**config.mk**
```make
export PLATFORM = sky130hd
export DESIGN_NAME = alu_mul_sequencer_flat
export DESIGN_NICKNAME = d
export VERILOG_FILES = /design/src/rtl/alu_mul_sequencer_if.sv /design/src/rtl/alu_mul_sequencer.sv /design/src/flat_wrapper.sv
export SDC_FILE = /design/constraint.sdc
export NUM_CORES = 1
export LEC_CHECK = 0
export ABC_AREA = 1
export BUFFER_PORTS_ARGS = -buffer_cell sky130_fd_sc_hd__buf_2
export CAP_MARGIN = 20
export CORE_ASPECT_RATIO = 1.2
export CORE_MARGIN = 3
export CORE_UTILIZATION = 50
export CTS_CLUSTER_SIZE = 10
export DETAILED_ROUTE_END_ITERATION = 12
export PLACE_DENSITY = 0.81
export SYNTH_ARGS = -nofsm -noshare
export SYNTH_HDL_FRONTEND = slang
export SYNTH_SLANG_ARGS = --single-unit
```
**constraint.sdc**
```tcl
create_clock -name clk -period 1.5 [get_ports clk]
set_input_delay 0.15 -clock clk [delete_from_list [all_inputs] [get_ports clk]]
set_output_delay 0.15 -clock clk [all_outputs]
set_load 0.03 [all_outputs]
```
**src/rtl/alu_mul_sequencer_if.sv**
```systemverilog
// Request/response and shared-ALU signals between the execute stage and the MUL/MLA sequencer.
// The master side is the execute stage together with the shared ALU; the slave side is the sequencer.
interface alu_mul_sequencer_if;
  logic        start;
  logic [31:0] op_a;
  logic [31:0] op_b;
  logic [31:0] acc_in;
  logic        accumulate;
  logic        set_flags;
  logic [31:0] alu_out;
  logic        alu_own;
  logic [31:0] alu_a;
  logic [31:0] alu_b;
  logic [3:0]  alu_op;
  logic        alu_cin;
  logic        busy;
  logic        done;
  logic [31:0] result;
  logic        n_flag;
  logic        z_flag;
  logic        flags_we;

  modport master (
    output start, op_a, op_b, acc_in, accumulate, set_flags, alu_out,
    input  alu_own, alu_a, alu_b, alu_op, alu_cin, busy, done, result,
           n_flag, z_flag, flags_we
  );

  modport slave (
    input  start, op_a, op_b, acc_in, accumulate, set_flags, alu_out,
    output alu_own, alu_a, alu_b, alu_op, alu_cin, busy, done, result,
           n_flag, z_flag, flags_we
  );
endinterface

```
**src/rtl/alu_mul_sequencer.sv**
```systemverilog
// MUL/MLA sequencer: shift-and-add multiply (low 32 bits) that borrows the shared ALU for one ADD per multiplier bit.
//   state | meaning
//   IDLE  | waiting for start; ALU released
//   RUN   | one ADD per cycle; acc <= alu_out, mcand <<= 1, mplier >>= 1
//   DONE  | one-cycle done pulse, result and flags valid
module alu_mul_sequencer (
  input logic              clk,
  input logic              reset,
  alu_mul_sequencer_if.slave bus
);
  localparam logic [3:0] ADD_OP = 4'b0100;

  typedef enum logic [1:0] {IDLE, RUN, DONE} state_t;

  state_t      state_q;
  state_t      state_d;
  logic [31:0] mcand_q;
  logic [31:0] mplier_q;
  logic [31:0] acc_q;
  logic [31:0] result_q;
  logic        sf_q;
  logic        own_q;
  logic        last_iter;

  // Stop once no set multiplier bits remain above the one consumed this cycle.
  assign last_iter = (mplier_q[31:1] == 31'd0);

  always_ff @(posedge clk) begin
    if (reset) state_q <= IDLE;
    else       state_q <= state_d;
  end

  always_comb begin
    state_d = state_q;
    case (state_q)
      IDLE:    if (bus.start) state_d = RUN;
      RUN:     if (last_iter) state_d = DONE;
      DONE:    state_d = IDLE;
      default: state_d = IDLE;
    endcase
  end

  always_ff @(posedge clk) begin
    if (reset) begin
      mcand_q  <= '0;
      mplier_q <= '0;
      acc_q    <= '0;
      result_q <= '0;
      sf_q     <= 1'b0;
      own_q    <= 1'b0;
    end else begin
      own_q <= (state_d == RUN);
      case (state_q)
        IDLE: begin
          if (bus.start) begin
            mcand_q  <= bus.op_a;
            mplier_q <= bus.op_b;
            acc_q    <= bus.accumulate ? bus.acc_in : 32'd0;
            sf_q     <= bus.set_flags;
          end
        end
        RUN: begin
          acc_q    <= bus.alu_out;
          mcand_q  <= mcand_q << 1;
          mplier_q <= mplier_q >> 1;
          if (last_iter) result_q <= bus.alu_out;
        end
        default: ;
      endcase
    end
  end

  assign bus.alu_own  = own_q;
  assign bus.alu_a    = own_q ? acc_q : 32'd0;
  assign bus.alu_b    = (own_q && mplier_q[0]) ? mcand_q : 32'd0;
  assign bus.alu_op   = ADD_OP;
  assign bus.alu_cin  = 1'b0;
  assign bus.busy     = (state_q != IDLE);
  assign bus.done     = (state_q == DONE);
  assign bus.flags_we = (state_q == DONE) && sf_q;
  assign bus.result   = result_q;
  assign bus.n_flag   = result_q[31];
  assign bus.z_flag   = (result_q == 32'd0);
endmodule

```
**src/flat_wrapper.sv**
```systemverilog
// flat-port wrapper written by rule: the top's interface ports become plain ports
module alu_mul_sequencer_flat 
  (clk, reset, bus_start, bus_op_a, bus_op_b, bus_acc_in, bus_accumulate, bus_set_flags, bus_alu_out, bus_alu_own, bus_alu_a, bus_alu_b, bus_alu_op, bus_alu_cin, bus_busy, bus_done, bus_result, bus_n_flag, bus_z_flag, bus_flags_we);
  alu_mul_sequencer_if bus_i ();
  input logic clk;
  input logic reset;
  input wire logic [$bits(bus_i.start)-1:0] bus_start;
  input wire logic [$bits(bus_i.op_a)-1:0] bus_op_a;
  input wire logic [$bits(bus_i.op_b)-1:0] bus_op_b;
  input wire logic [$bits(bus_i.acc_in)-1:0] bus_acc_in;
  input wire logic [$bits(bus_i.accumulate)-1:0] bus_accumulate;
  input wire logic [$bits(bus_i.set_flags)-1:0] bus_set_flags;
  input wire logic [$bits(bus_i.alu_out)-1:0] bus_alu_out;
  output wire logic [$bits(bus_i.alu_own)-1:0] bus_alu_own;
  output wire logic [$bits(bus_i.alu_a)-1:0] bus_alu_a;
  output wire logic [$bits(bus_i.alu_b)-1:0] bus_alu_b;
  output wire logic [$bits(bus_i.alu_op)-1:0] bus_alu_op;
  output wire logic [$bits(bus_i.alu_cin)-1:0] bus_alu_cin;
  output wire logic [$bits(bus_i.busy)-1:0] bus_busy;
  output wire logic [$bits(bus_i.done)-1:0] bus_done;
  output wire logic [$bits(bus_i.result)-1:0] bus_result;
  output wire logic [$bits(bus_i.n_flag)-1:0] bus_n_flag;
  output wire logic [$bits(bus_i.z_flag)-1:0] bus_z_flag;
  output wire logic [$bits(bus_i.flags_we)-1:0] bus_flags_we;
  assign bus_i.start = bus_start;
  assign bus_i.op_a = bus_op_a;
  assign bus_i.op_b = bus_op_b;
  assign bus_i.acc_in = bus_acc_in;
  assign bus_i.accumulate = bus_accumulate;
  assign bus_i.set_flags = bus_set_flags;
  assign bus_i.alu_out = bus_alu_out;
  assign bus_alu_own = bus_i.alu_own;
  assign bus_alu_a = bus_i.alu_a;
  assign bus_alu_b = bus_i.alu_b;
  assign bus_alu_op = bus_i.alu_op;
  assign bus_alu_cin = bus_i.alu_cin;
  assign bus_busy = bus_i.busy;
  assign bus_done = bus_i.done;
  assign bus_result = bus_i.result;
  assign bus_n_flag = bus_i.n_flag;
  assign bus_z_flag = bus_i.z_flag;
  assign bus_flags_we = bus_i.flags_we;
  alu_mul_sequencer u_core (.clk(clk), .reset(reset), .bus(bus_i));
endmodule
```
==> impl_metrics.env, run 1 <==
export IMPL_run_status="finished with violations"
export IMPL_violations="setup timing"
export IMPL_synth_cell_types=24
export IMPL_drc_errors=0
export IMPL_cts_htree_levels=4
export IMPL_synthMuxAreaShare_pct=0
export IMPL_die_height_um=131
export IMPL_synthToLayoutAreaGrowth_pct=41.5
export IMPL_synth_adder_area_share_pct=0
export IMPL_proportion_of_synthesized_chip_area_in_sequential_cells_pct=40.8
export IMPL_fp_dieArea_um2=14400
export IMPL_numPortBuffers=234
export IMPL_critPathMaxFanout=3
export IMPL_cp_data_required_time_ps=1350
export IMPL_drt_initial_drc_count=652
export IMPL_timing_final_crit_period_ps=1690
export IMPL_grt_overflow=0
export IMPL_start_util_pct=52.3
export IMPL_hold_viol=0
export IMPL_cell_count_post_placement=1248
export IMPL_grt_usage_pct=25.7
export IMPL_drtPass1Iterations=5
export IMPL_largest_net_degree_at_the_start_of_global_routing=86
export IMPL_setup_worst_path_start_class="register"
export IMPL_vias_per_cell=5.66
export IMPL_floorplan_rows=44
export IMPL_unrepaired_setup_endpoints_after_global_routing="yes"
export IMPL_floorplan_core_area_um2=12400
export IMPL_post_route_cells_drive_above_1_share_pct=35.2
export IMPL_floorplan_die_width_um=110
export IMPL_place_gp_congestion=0.826
export IMPL_cts_sink_count=132
export IMPL_num_nets_final=1262
export IMPL_yosys_area_share_xor_xnor_pct=0
export IMPL_antenna_diode_count=0
export IMPL_setup_violations_final=29
export IMPL_cp_data_arrival_time_ps=1540
export IMPL_timing_final_max_slew_violations=0
export IMPL_ant_nets=0
export IMPL_num_vias=7356
export IMPL_totalWireLength_um=22400
export IMPL_synthesis_instances=909
export IMPL_cts_tree="done"
export IMPL_layout_cells_non_filler=1299
export IMPL_synthesis_area_per_instance_um2=7.13
export IMPL_max_cap_violations=0
export IMPL_postLayoutCoreUtil_pct=74.0
export IMPL_clock_insertion_delay_at_the_later_pin_of_the_skew_report_ps=400
export IMPL_finish_instance_area_um2=9170
export IMPL_path_clk_slew_ps=50
export IMPL_placed_area_um2=7760
export IMPL_worstSetupEndpointType="primary output"
export IMPL_cts_made_buffers=17
export IMPL_ys_seq_elements=132
export IMPL_grt_pass1_vias=6306
export IMPL_number_of_filler_cells_placed_in_the_layout=967
export IMPL_wire_length_of_the_first_global_routing_pass_um=29600
export IMPL_synth_top_family_by_area="compound AO/OA/AOI/OAI gates"
export IMPL_p_per_area_nw_per_um2=1040
export IMPL_worst_ir_drop_vdd_v=0.000855
export IMPL_synth_simple_gate_area_share_pct=22.5
export IMPL_postLayoutSetupSlackWorst_ps=-192
export IMPL_clock_fmax_mhz=591
export IMPL_top_library_cells_by_usage_in_the_layout_fill_and_taps_aside="197 x buf_2, 170 x nand2_1, 127 x o21ai_0, 126 x dfxtp_1, 94 x inv_1"
export IMPL_boundaryPins=240
export IMPL_cts_root_buf="clkbuf_16"
export IMPL_post_dp_hpwl_um=13100
export IMPL_mappedNetlistArea_um2=6480
export IMPL_initial_antenna_violation_count=2
export IMPL_yosysWarningCount=0
export IMPL_wl_per_cell_um=17.3
export IMPL_timing_hold_worst_class="primary input to register"
export IMPL_final_setup_skew_ps=6.12
export IMPL_synth_compound_area_share_pct=24.1
export IMPL_cellLeakagePower_uw=0.00433
export IMPL_timing_setup_critical_path_class="register to primary output"
export IMPL_final_setup_tns_ps=-858
export IMPL_most_common_library_cell_in_the_layout_ignoring_fill_and_taps="buf_2"
export IMPL_maximum_buffer_depth_of_the_clock_tree=2
export IMPL_timing_final_crit_share_pct=113
-- per-layer routing --
layer | global-route usage (%) | share of wire, % | wire length, um
met1 | 30.9 | 38 | 8530
met2 | 45.3 | 50 | 11300
met3 | 5.95 | 9.3 | 2090
met4 | 7.70 | 2.4 | 530
met5 | 0 | 0.13 | 29
-- Yosys cell counts --
library cell / count / area [um2]
nand2_1: 173 / 649
dfxtp_1: 132 / 2640
o21ai_0: 127 / 636
inv_1: 94 / 353
nor2_1: 83 / 312
nand3_1: 64 / 320
a21oi_1: 62 / 310
a31oi_1: 32 / 200
clkbuf_1: 32 / 120
buf_2: 25 / 125
a221oi_2: 23 / 345
buf_4: 11 / 82.6
a221oi_1: 8 / 70.1
buf_6: 8 / 90.1
nor4_1: 8 / 50.1
nand4_1: 7 / 43.8
buf_1: 6 / 22.5
inv_2: 4 / 15.0
nand2_4: 4 / 45.0
conb_1: 2 / 7.51
and3_1: 1 / 6.26
nand2_2: 1 / 6.26
nor2_2: 1 / 6.26
nor2_8: 1 / 20.0
-- layout make-up --
cell class	instances	area, um2	share of cell area, %
tap	161	201	2.20
timing repair buffer	280	2100	22.9
sequential	132	2650	28.9
clock buffer	22	474	5.17
inverter	98	373	4.07
clock inverter	6	80.1	0.873
multi-input combinational	600	3290	35.9
-- power by group --
part	internal, uW	switching, uW
Sequential	3750	150
Clock	2530	1420
Combinational	635	1030
Total	6920	2600
-- repair_timing --
item / 4_1_cts / 5_1_grt
gates resized for setup: 31 / 109
cloned: 0 / 17
hold endpoints to repair: 2 / 0
pin swaps: 6 / 16
endpoints found under the setup margin: 36 / 84
hold buffers: 2 / 0
buffers inserted: 1 / 3
-- worst max-delay path: stages, from the launching register on --
cell     delay, ps
dfxtp_1        350
nor4_1         340
nand4_1        180
nor2_1         110
buf_4          160
-- registers in the layout, indices dropped and copies added, names as in the netlist --
register,flops
u_core.acc_q,32
u_core.bus.alu_own,1
u_core.bus.result,32
u_core.mcand_q,32
u_core.mplier_q,32
u_core.sf_q,1
u_core.state_q,2
-- through the flow --
stage / power [uW] / worst slack (ps) / hold WS [ps]
floorplan: 4910 / -101 / 285
global placement: 5390 / 15.3 / 372
detailed placement: 5420 / 26.9 / 388
CTS: 9380 / -123 / 3.49
global route: 9890 / -245 / 21.2
finish: 9520 / -192 / 22.3
-- worst paths after layout --
kind / start / to / slack (ps) / depth (start not counted)
max: u_core.bus.result[6] / bus_z_flag / -190 / 4
min: bus_alu_out[1] / u_core.bus.result[1] / 20 / 3
max reg2reg: u_core.mplier_q[30] / u_core.bus.result[20] / -90 / 10
min reg2reg: u_core.mcand_q[31] / u_core.mcand_q[31] / 470 / 2
-- cell families (layout without fill, tap and decap cells) --
kind of cell / count (synthesis) / in the layout
and+or+nand+nor: 343 / 343
AOI/OAI and AO/OA: 252 / 252
buffers and inverters: 180 / 406
DFF: 132 / 132
other: 2 / 5
Note: power is estimated with default switching activity, not from simulation.
==> run 2: changes to the inputs <==
Settings changed: SETUP_SLACK_MARGIN from default to 0.1.
==> run 2 against run 1 <==
The run still ends with setup timing left. Wire length rose by 20%. Total power rose by 8.7%. Highest routed layer is now met4. Critical endpoint unchanged. Sequential cell count did not move. Largest cell class unchanged. Die area did not move. Sequential power rose by 2%. Register-to-register slack got worse by 60 ps. Critical path type unchanged.
==> impl_metrics.env, run 2 (same netlist as run 1, synthesis figures left out) <==
export IMPL_run_status="finished with violations"
export IMPL_violations="setup timing"
export IMPL_unrepaired_setup_endpoints_after_global_routing="yes"
export IMPL_num_nets_final=1281
export IMPL_drc_errors=0
export IMPL_totalWireLength_um=26800
export IMPL_max_cap_violations=0
export IMPL_cp_data_required_time_ps=1350
export IMPL_timing_setup_critical_path_class="register to primary output"
export IMPL_initial_antenna_violation_count=0
export IMPL_worst_hold_slack_ps=7.55
export IMPL_die_height_um=131
export IMPL_final_setup_skew_ps=9.38
export IMPL_grt_usage_pct=31.4
export IMPL_start_util_pct=52.3
export IMPL_cell_count_post_placement=1250
export IMPL_cellLeakagePower_uw=0.00481
export IMPL_grt_overflow=0
export IMPL_maximum_buffer_depth_of_the_clock_tree=2
export IMPL_cts_htree_levels=4
export IMPL_boundaryPins=240
export IMPL_setup_violations_final=90
export IMPL_post_dp_hpwl_um=13900
export IMPL_top_library_cells_by_usage_in_the_layout_fill_and_taps_aside="166 x buf_2, 137 x nand2_1, 126 x o21ai_0, 119 x dfxtp_1, 80 x buf_6"
export IMPL_post_route_cells_drive_above_1_share_pct=46.1
export IMPL_cp_slowest_cell="nor4_2"
export IMPL_timing_final_crit_share_pct=123
export IMPL_cts_made_buffers=17
export IMPL_num_vias=7956
export IMPL_timing_final_crit_period_ps=1840
export IMPL_setup_worst_path_start_class="register"
export IMPL_drtPass1Iterations=5
export IMPL_path_clk_slew_ps=60
export IMPL_cts_sink_count=132
export IMPL_p_per_area_nw_per_um2=985
export IMPL_hold_viol=0
export IMPL_postLayoutCoreUtil_pct=84.8
export IMPL_remaining_max_slew_budget_at_the_tightest_pin_pct=60.9
export IMPL_rrSetupSlack_ps=-150
export IMPL_clock_insertion_delay_at_the_later_pin_of_the_skew_report_ps=420
export IMPL_floorplan_core_area_um2=12400
export IMPL_cts_tree="done"
export IMPL_most_common_library_cell_in_the_layout_ignoring_fill_and_taps="buf_2"
export IMPL_wire_length_of_the_first_global_routing_pass_um=35300
export IMPL_postLayoutSetupSlackWorst_ps=-342
export IMPL_cp_data_arrival_time_ps=1690
export IMPL_cts_root_buf="clkbuf_16"
export IMPL_drt_initial_drc_count=871
export IMPL_max_incr_delay_on_cp_ps=380
export IMPL_worstSetupEndpointType="primary output"
export IMPL_ant_nets=0
export IMPL_floorplan_rows=44
export IMPL_grt_pass1_vias=7203
export IMPL_top_cell_family_by_delay_on_the_critical_path="simple AND/OR/NAND/NOR gates"
export IMPL_critPathMaxFanout=3
export IMPL_tightestPinTransition_ps=586
export IMPL_fp_dieArea_um2=14400
export IMPL_layout_cells_non_filler=1323
export IMPL_crit_buf_inv=1
export IMPL_floorplan_die_width_um=110
export IMPL_timing_final_max_slew_violations=0
export IMPL_largest_net_degree_at_the_start_of_global_routing=72
export IMPL_numPortBuffers=234
export IMPL_place_gp_congestion=0.887
export IMPL_wl_per_cell_um=20.3
export IMPL_timing_hold_worst_class="primary input to register"
export IMPL_clock_fmax_mhz=543
export IMPL_vias_per_cell=6.01
export IMPL_worstPathCellList="nor4_2 > nand4_1 > nor2_2 > buf_6"
export IMPL_worst_ir_drop_vdd_v=0.000890
export IMPL_synthToLayoutAreaGrowth_pct=62.1
run 2: cell count changes in the layout (fill, tap and decap cells not counted), sizes merged:
cell | before | now
clkbuf | 38 | 27
inv | 98 | 99
bufinv | 2 | 3
diode | 0 | 1
clkinv | 4 | 6
buf | 262 | 287
clkinvlp | 0 | 5
run 2: metrics by stage:
| step | power (uW) | instance area, um2 | TNS, ps | worst slack, ps |
|---|---|---|---|---|
| final | 10300 | 10500 | -4550 | -342 |
| after global routing | 10700 | 10500 | -9660 | -355 |
| after CTS | 10000 | 9850 | -2040 | -185 |
| after detailed placement | 5490 | 8020 | 0 | 46.7 |
| after global placement | 5450 | 8020 | 0 | 67.3 |
| after floorplan | 4980 | 6730 | 0 | 117 |
run 2: cell type report:
class	count	area, um2
Antenna cell	1	2.50
Timing Repair Buffer	299	2740
Multi-Input combinational cell	600	3900
Fill cell	672	1890
Clock inverter	15	181
Tap cell	161	201
Inverter	98	388
Clock buffer	17	425
Sequential cell	132	2660
run 2: layer usage:
layer	part of all wire [%]	GRT usage (%)	wire length, um
met4	6.6	17.7	1780
met5	0	0	0
met1	35	36.6	9460
met2	49	52.4	13200
met3	9.0	7.96	2400
run 2: worst reg2reg max path, cell delays in order (launching register included):
cell and delay [ps]:
dfxtp_1 330, nor2_1 140, nand2_1 90, nor2_2 150, nand2_2 120, nor2_8 170, buf_6 140, buf_6 100
buf_12 110, nand3_2 70, nand2_1 90, nor2_1 40
run 2: final timing paths:
| path | from | endpoint | depth (start not counted) |
|---|---|---|---|
| setup / recovery | u_core.bus.result[20] | bus_z_flag | 4 |
| hold / removal | bus_alu_out[25] | u_core.acc_q[25] | 3 |
| setup reg to reg | u_core.mplier_q[28] | u_core.bus.result[6] | 11 |
| hold reg to reg | u_core.mplier_q[5] | u_core.mplier_q[4] | 2 |
run 2: what timing repair did:
action,CTS,global route
cloned,8,9
pin swaps,42,32
hold buffers,2,0
setup buffers,15,7
hold endpoints to repair,2,0
gates resized for setup,280,91
setup endpoints to repair,94,162
run 2: power breakdown:
group          leakage [uW]  total (uW)  switching [uW]  internal [uW]
logic               0.00343        2080            1250            836
clock network      0.000282        4290            1670           2620
registers           0.00109        3970             215           3750
total               0.00481       10300            3130           7210
